<file path="src/rtl/sequenciador_motor.sv">
// Soft-start/soft-stop sequencer: ramps motor PWM duty on request, enforces a minimum off-time.
// Optional run-time watchdog with FAULT state compiled in when SEQ_WATCHDOG_EN is defined.
module sequenciador_motor #(
  parameter int PWM_BITS  = 8,
  parameter int RAMP_DIV  = 1024,
  parameter int RAMP_STEP = 8,
  parameter int MIN_OFF_S = 5,
  parameter int MAX_ON_S  = 120
) (
  input  logic                clk,
  input  logic                rst_n,
  input  logic                tick_1hz,
  input  logic                motor_req,
  input  logic                fault_clr,
  output logic                motor_pwm,
  output logic [PWM_BITS-1:0] duty,
  output logic [2:0]          state_o,
  output logic                busy,
  output logic                fault
);

  localparam int RW = (RAMP_DIV > 1) ? $clog2(RAMP_DIV) : 1;
  localparam logic [PWM_BITS-1:0] DMAX     = '1;
  localparam logic [PWM_BITS-1:0] PWM_LAST = DMAX - 1'b1;
  localparam logic [RW-1:0]       RAMP_LAST = RW'(RAMP_DIV - 1);
  localparam logic [PWM_BITS:0]   STEP_W    = (PWM_BITS+1)'(RAMP_STEP);
  localparam logic [7:0]          OFF_LAST  = 8'(MIN_OFF_S - 1);

  typedef enum logic [2:0] {
    IDLE      = 3'd0,
    RAMP_UP   = 3'd1,
    RUN       = 3'd2,
    RAMP_DOWN = 3'd3,
    HOLDOFF   = 3'd4,
    FAULT     = 3'd5
  } state_t;

  state_t              state, state_nx;
  logic [PWM_BITS-1:0] duty_nx;
  logic [PWM_BITS-1:0] pwm_cnt;
  logic [RW-1:0]       ramp_cnt;
  logic [7:0]          sec_cnt;
  logic                ramping, step, sec_tick;
  logic [PWM_BITS:0]   sum_up;

  assign ramping  = (state == RAMP_UP) || (state == RAMP_DOWN);
  assign step     = ramping && (ramp_cnt == RAMP_LAST);
  assign sec_tick = tick_1hz && ((state == RUN) || (state == HOLDOFF));
  assign sum_up   = {1'b0, duty} + STEP_W;

  always_comb begin
    state_nx = state;
    duty_nx  = duty;
    case (state)
      IDLE: begin
        duty_nx = '0;
        if (motor_req) state_nx = RAMP_UP;
      end
      RAMP_UP: begin
        // Dropping the request wins over a coincident step.
        if (!motor_req) begin
          state_nx = RAMP_DOWN;
        end else if (step) begin
          if (sum_up >= {1'b0, DMAX}) begin
            duty_nx  = DMAX;
            state_nx = RUN;
          end else begin
            duty_nx = sum_up[PWM_BITS-1:0];
          end
        end
      end
      RUN: begin
        duty_nx = DMAX;
        if (!motor_req) begin
          state_nx = RAMP_DOWN;
        end
`ifdef SEQ_WATCHDOG_EN
        else if (tick_1hz && sec_cnt == 8'(MAX_ON_S - 1)) begin
          state_nx = FAULT;
          duty_nx  = '0;
        end
`endif
      end
      RAMP_DOWN: begin
        if (motor_req) begin
          state_nx = RAMP_UP;
        end else if (step) begin
          if ({1'b0, duty} <= STEP_W) begin
            duty_nx  = '0;
            state_nx = HOLDOFF;
          end else begin
            duty_nx = duty - STEP_W[PWM_BITS-1:0];
          end
        end
      end
      HOLDOFF: begin
        duty_nx = '0;
        if (tick_1hz && sec_cnt == OFF_LAST) state_nx = IDLE;
      end
`ifdef SEQ_WATCHDOG_EN
      FAULT: begin
        duty_nx = '0;
        if (fault_clr && !motor_req) state_nx = HOLDOFF;
      end
`endif
      default: begin
        state_nx = IDLE;
        duty_nx  = '0;
      end
    endcase
  end

  always_ff @(posedge clk or negedge rst_n) begin
    if (!rst_n) begin
      state     <= IDLE;
      duty      <= '0;
      ramp_cnt  <= '0;
      sec_cnt   <= '0;
      pwm_cnt   <= '0;
      motor_pwm <= 1'b0;
    end else begin
      state     <= state_nx;
      duty      <= duty_nx;
      motor_pwm <= (pwm_cnt < duty);
      pwm_cnt   <= (pwm_cnt == PWM_LAST) ? '0 : pwm_cnt + 1'b1;
      if (state_nx != state || !ramping || step) ramp_cnt <= '0;
      else                                       ramp_cnt <= ramp_cnt + 1'b1;
      // A tick in the transition cycle is dropped by the clear.
      if (state_nx != state) sec_cnt <= '0;
      else if (sec_tick)     sec_cnt <= sec_cnt + 1'b1;
    end
  end

  assign state_o = state;
  assign busy    = (state != IDLE);

`ifdef SEQ_WATCHDOG_EN
  assign fault = (state == FAULT);
`else
  logic unused_cfg;
  assign unused_cfg = ^{fault_clr, 8'(MAX_ON_S)};
  assign fault      = 1'b0;
`endif

endmodule

</file>
<file path="config.mk">
export PLATFORM = sky130hd
export DESIGN_NAME = sequenciador_motor
export DESIGN_NICKNAME = d
export VERILOG_FILES = /design/src/rtl/sequenciador_motor.sv
export SDC_FILE = /design/constraint.sdc
export NUM_CORES = 1
export LEC_CHECK = 0
export BUFFER_PORTS_ARGS = -buffer_cell sky130_fd_sc_hd__buf_4
export CAP_MARGIN = 15
export CORE_AREA = 5 5 67 69
export CTS_BUF_LIST = sky130_fd_sc_hd__clkbuf_4
export DETAILED_ROUTE_END_ITERATION = 10
export DIE_AREA = 0 0 72 74
export PLACE_DENSITY = 0.88
export SETUP_SLACK_MARGIN = 0.05
export SLEW_MARGIN = 0
export SYNTH_ARGS = -nofsm -noshare
export SYNTH_HDL_FRONTEND = slang
export SYNTH_SLANG_ARGS = --single-unit
</file>
<file path="constraint.sdc">
create_clock -name clk -period 5.9 [get_ports clk]
set_input_delay 0.295 -clock clk [delete_from_list [all_inputs] [get_ports clk]]
set_output_delay 0.295 -clock clk [all_outputs]
set_load 0.1 [all_outputs]
</file>
Word level (Yosys, flattened, before mapping)
Cells that the tools add are included.

word-level totals
  bits in registers = 38
  input port bits = 5
  output and inout port bits = 14
  word-level logic and storage cells = 59

cells by class
  add/sub/neg operators = 5
  magnitude comparators = 3
  equal/unequal tests = 12
  muxes and demuxes = 21
  reduce and logical (&&, ||, !) cells = 12

operators with widths
  kind                     count
  $mux W8                  9
  $mux W3                  9
  $pmux W8 S3              1
  $add A8 B1 Y8 const B    2
  $pmux W3 S5              1
  $add A10 B1 Y10 const B  1
  $eq A10 B10 Y1 const B   1
  $mux W10                 1
  $add A8 B4 Y9 const B    1
  $ge A9 B8 Y1 const B     1
  $eq A8 B3 Y1 const B     1
  $eq A8 B8 Y1 const B     1
  $le A8 B4 Y1 const B     1
  $lt A8 B8 Y1             1
  $ne A2 B2 Y1 const B     4
  $sub A8 B4 Y8 const B    1
  $eq A3 B2 Y1 const B     2
  $logic_or A1 B1 Y1       4
  $reduce_and A4 Y1        1
  $eq A3 B1 Y1 const B     1
  $eq A3 B3 Y1 const B     1
  $logic_and A1 B1 Y1      3
  $logic_not A3 Y1         1
  $ne A3 B3 Y1             1
  other kinds (3)          3

Longest topological paths before layout
  depth after elaboration = 10
  depth in mapped cells = 9
  gate-level depth less buffers = 8

Worst setup path after synthesis
Ideal clock, no wire load.

  path kind = reg2reg
  start point = register duty[3]
  end point = register sec_cnt[0]
  library setup time = 0.139 ns
  arrival = 2.881 ns
  data required time = 5.761 ns
  slack = 2.880 ns
  cell stages (with the launch flop) = 9
  path buffers = 0
  clock period less this slack = 3.020 ns
  cell sequence = dfrtp_1 -> inv_1 -> ha_1 -> nor2b_1 -> o2111ai_2 -> o311ai_4 -> o311ai_4 -> xor2_4 -> nor3_1

between the ends
  word-level cells in the longest chain between the ends = 8
  elaborated cells on any way between the ends = 13
  classes of those cells = 1 x add/sub; 2 x order compare; 1 x eq/ne; 8 x mux; 1 x reduce/logical

RTL lines
  item                                                  line  text
  start, declared                                       16    output logic [PWM_BITS-1:0] duty,
  start signal, assigned                                123   duty <= duty_nx;
  $add A8 B4 Y9                                         49    assign sum_up = {1'b0, duty} + STEP_W;
  $ge A9 B8 Y1                                          64    if (sum_up >= {1'b0, DMAX}) begin
  $mux W3                                               64
  $mux W3                                               63    end else if (step) begin
  $mux W3                                               61    if (!motor_req) begin
  $pmux W3 S5 *                                         54    case (state)
  named net state_nx[0]                                 38    state_t state, state_nx;
  $ne A3 B3 Y1 *                                        129   if (state_nx != state) sec_cnt <= '0;
  $mux W8 / $reduce_bool A2 Y1 (equally long branches)  n/a
  end signal, assigned                                  130   else if (sec_tick) sec_cnt <= sec_cnt + 1'b1;
  end, declared                                         42    logic [7:0] sec_cnt;

Mark *: on every way through the listed nets, which the timed path passes. The rest lies on a longest branch.
A chain may end at the register's enable or synchronous reset.

Final worst setup path
  start point = register duty[3]
  end point = register ramp_cnt[4]

between the ends
  word-level cells in the longest chain between the ends = 10
  elaborated cells on any way between the ends = 14
  classes of those cells = 1 x add/sub; 2 x order compare; 1 x eq/ne; 8 x mux; 2 x reduce/logical

RTL lines
  item                               line  text
  $add A8 B4 Y9                      49
  $ge A9 B8 Y1                       64
  $mux W3                            64
  $mux W3                            63
  $mux W3                            61
  $pmux W3 S5 *                      54
  $ne A3 B3 Y1 *                     126   if (state_nx != state || !ramping || step) ramp_cnt <= '0;
  $logic_or A1 B1 Y1 * (2 in a row)  126
  $mux W10 *                         126
  end signal, assigned               127   else ramp_cnt <= ramp_cnt + 1'b1;
  end, declared                      41    logic [RW-1:0] ramp_cnt;

Every way passes the cells marked *; elsewhere a longest branch is shown, timed or not.

==> impl_metrics.py <==
metrics = {
    "cts": {
        "cts-buffers-inserted": 5,
        "post_cts.resized_instances": 0,
        "clock_path_buffers": 2,
        "clk_latency_ns": 0.35,
        "cts-root-buf": "clkbuf_4",
        "clock_sink_count": 36,
        "cts-htree-levels": 2,
        "cts.reportedPaths.clkPinSlew_ns": 0.11,
        "cts_tree": "yes",
    },
    "run_status": {
        "status": "finished clean",
    },
    "place": {
        "buffer_ports.inserted": 16,
        "dp_cells": 299,
        "hpwl_microns": 3360,
        "gp_congestion": 0.852,
        "post_dp_cell_area_sq_mm": 0.00250,
    },
    "floorplanning": {
        "floorplan.io_pins": 19,
        "fp.coreArea_sq_mm": 0.00386,
        "chipWidth_microns": 72,
        "overall_die_area_sq_mm": 0.00533,
        "chipHeight_microns": 74,
        "placementRows": 23,
        "initial_core_util_pct": 62.4,
    },
    "layout": {
        "nNetsFinal": 277,
        "layout-area-overhead-vs-synth_pct": 6.60,
        "n_antenna_cell": 0,
        "nFillCells": 319,
        "post_route_cells_drive_above_1_share_pct": 15.1,
        "leading_cell_types_in_the_layout_fill_and_taps_excluded": "dfrtp_1 (36), nand2_1 (19), nor2_1 (19), nor3_1 (16), buf_4 (16)",
        "layout.cell_area.non_filler_sq_mm": 0.00256,
        "register_area_sq_um": 901,
        "multi_input_comb_area_sq_mm": 0.00138,
        "mostFrequentLayoutCell": "dfrtp_1",
        "non_filler_cells_final": 308,
    },
    "global_routing": {
        "gr-usage-all-layers_pct": 19.6,
        "grt_max_degree": 37,
        "grt_antenna_before_repair": 0,
        "global_route_wire_length_before_repair_microns": 8220,
        "grt_pass1_vias": 1792,
        "overflow": 0,
    },
    "setup_path": {
        "critPathCaptureType": "flop",
        "critical_path_arrival_ns": 2.92,
        "setup.worst_path.class": "reg2reg",
        "critPathRequiredTime_ns": 6.09,
        "critical_path.max_fanout": 18,
        "worstSetupStartpointType": "flop",
    },
    "yosys": {
        "syn_area_sq_mm": 0.00241,
        "syn_nets": 265,
        "synthArstFlopShare_pct": 100,
        "syn_area_per_cell_sq_um": 9.82,
        "yosys.cell_types.count": 52,
        "syn_inst": 245,
        "synth.yosys.warnings": 0,
        "synth-edff-count": 0,
        "synth_seq_area_share_pct": 37.4,
        "synth_flop_cell": "dfrtp_1",
        "synth-seq-cells": 36,
    },
    "power": {
        "leakagePower_uw": 0.00112,
        "irDropWorstVdd_mv": 0.352,
        "cellPowerDensity_mw_per_mm2": 481,
    },
    "timing": {
        "slew-limit-headroom_pct": 47.5,
        "totalNegativeSetupSlack_ns": 0,
        "fin_crit_ns": 2.73,
        "total_of_endpoints_with_negative_setup_slack_in_the_final_report": 0,
        "final_min_period_over_clock_period_pct": 46.3,
        "timing.final.max_slew_violations": 0,
        "hold_slack_ns": 0.348,
        "number_of_hold_slack_violations_in_the_final_timing_report": 0,
        "layout_skew_ns": 0.00839,
        "timing.fmax_mhz": 366,
        "rsz0062_at_grt": "false",
        "worst_slew_pin_slew_ns": 0.786,
    },
    "route": {
        "final_wirelength_microns": 4590,
        "num_vias": 1846,
        "drtIter0Drc": 124,
        "drtPass1Iterations": 4,
        "wl_per_cell_microns": 14.9,
        "post_drt_via_cell_ratio": 5.99,
        "detail_route.drc_violations": 0,
        "ant_nets": 0,
    },
    "flow_run": {
        "cap_viol_max_count": 0,
    },
    "min_path": {
        "timing.hold.worst.class": "in2reg",
    },
}
-- state kept, by name, indices dropped and copies added, names as in the netlist --
| register | cells |
|---|---|
| state_o | 3 |
| duty | 6 |
| sec_cnt | 8 |
| motor_pwm | 1 |
| pwm_cnt | 8 |
| ramp_cnt | 10 |
-- path summary, 6_finish.rpt --
path | from | slack [ns] | to | cells after the start
worst min register to register | ramp_cnt[0]$_DFF_PN0_ | 0.50 | ramp_cnt[0]$_DFF_PN0_ | 1
max in group asynchronous | rst_n | 5.14 | ramp_cnt[7]$_DFF_PN0_ | 2
min in group asynchronous | rst_n | 0.43 | sec_cnt[6]$_DFFE_PN0P_ | 2
worst max-delay path | duty[3]$_DFFE_PN0P_ | 3.17 | ramp_cnt[4]$_DFF_PN0_ | 8
worst min-delay path | motor_req | 0.35 | state_o[2]$_DFF_PN0_ | 4
worst max register to register | duty[3]$_DFFE_PN0P_ | 3.17 | ramp_cnt[4]$_DFF_PN0_ | 8
-- metal layers --
metal | up-vias | part of all wire (%) | GRT usage [%]
li1 | 905 | - | -
met1 | 897 | 44 | 24.3
met2 | 38 | 50 | 34.2
met3 | 6 | 3.6 | 4.05
met4 | 0 | 1.6 | 7.10
met5 | - | 0 | 0
-- synth_stat cells (all sizes together), types with 4 or more instances --
master | number | area share [%]
o31ai | 4 | 1.2
dfrtp | 36 | 37
a21oi | 8 | 1.7
nand3 | 13 | 3.4
inv | 10 | 1.6
xnor2 | 12 | 4.4
nand2 | 19 | 3.0
xor2 | 14 | 5.9
a31oi | 6 | 1.6
and4 | 6 | 2.4
and3 | 6 | 1.8
buf | 11 | 3.6
nor2 | 19 | 3.0
o21ai | 9 | 1.9
nor3 | 18 | 4.2
ha | 15 | 7.8
-- per-stage QoR --
step           setup slack (ns)  utilization [%]  total power, uW
4_1_cts                    3.17             66.5             1240
2_1_floorplan              2.88                -              975
5_1_grt                    2.97             66.5             1310
3_3_place_gp               3.22             64.8             1090
3_5_place_dp               3.19             64.8             1100
6_report                   3.17             66.5             1230
-- worst max-delay path, stage by stage, from the launching register on --
cell and delay (ns):
dfrtp_1 0.52, inv_1 0.15, ha_1 0.33, nor2b_1 0.24
o2111ai_2 0.15, o311ai_4 0.16, nand3_2 0.16, a211oi_4 0.72
nor3_1 0.13
-- cells by family after synthesis --
| group | share of synthesized area, % |
|---|---|
| adders and majority gates | 7.80 |
| xor gates and xnor gates | 10.2 |
| DFF | 37.4 |
| and+or+nand+nor | 22.8 |
| buffers and inverters | 5.30 |
| other | 0.156 |
| AOI/OAI and AO/OA | 15.4 |
| muxes | 0.832 |
-- timing repair --
item	CTS	global route
hold endpoints to repair	36	0
hold buffers	1	0
buffers inserted	0	0
-- power breakdown --
group	total (uW)	internal, uW	switching [uW]
clock	138	55.0	82.6
sequential	364	281	82.9
combinational	731	208	523
-- cell type report --
cell class	count	area share (%)
Timing Repair Buffer	17	5.07
Sequential cell	36	35.1
Clock inverter	1	0.146
Tap cell	50	2.44
Clock buffer	7	2.05
Inverter	10	1.46
Multi-Input combinational cell	187	53.7
Note: power is estimated with default switching activity, not from simulation.
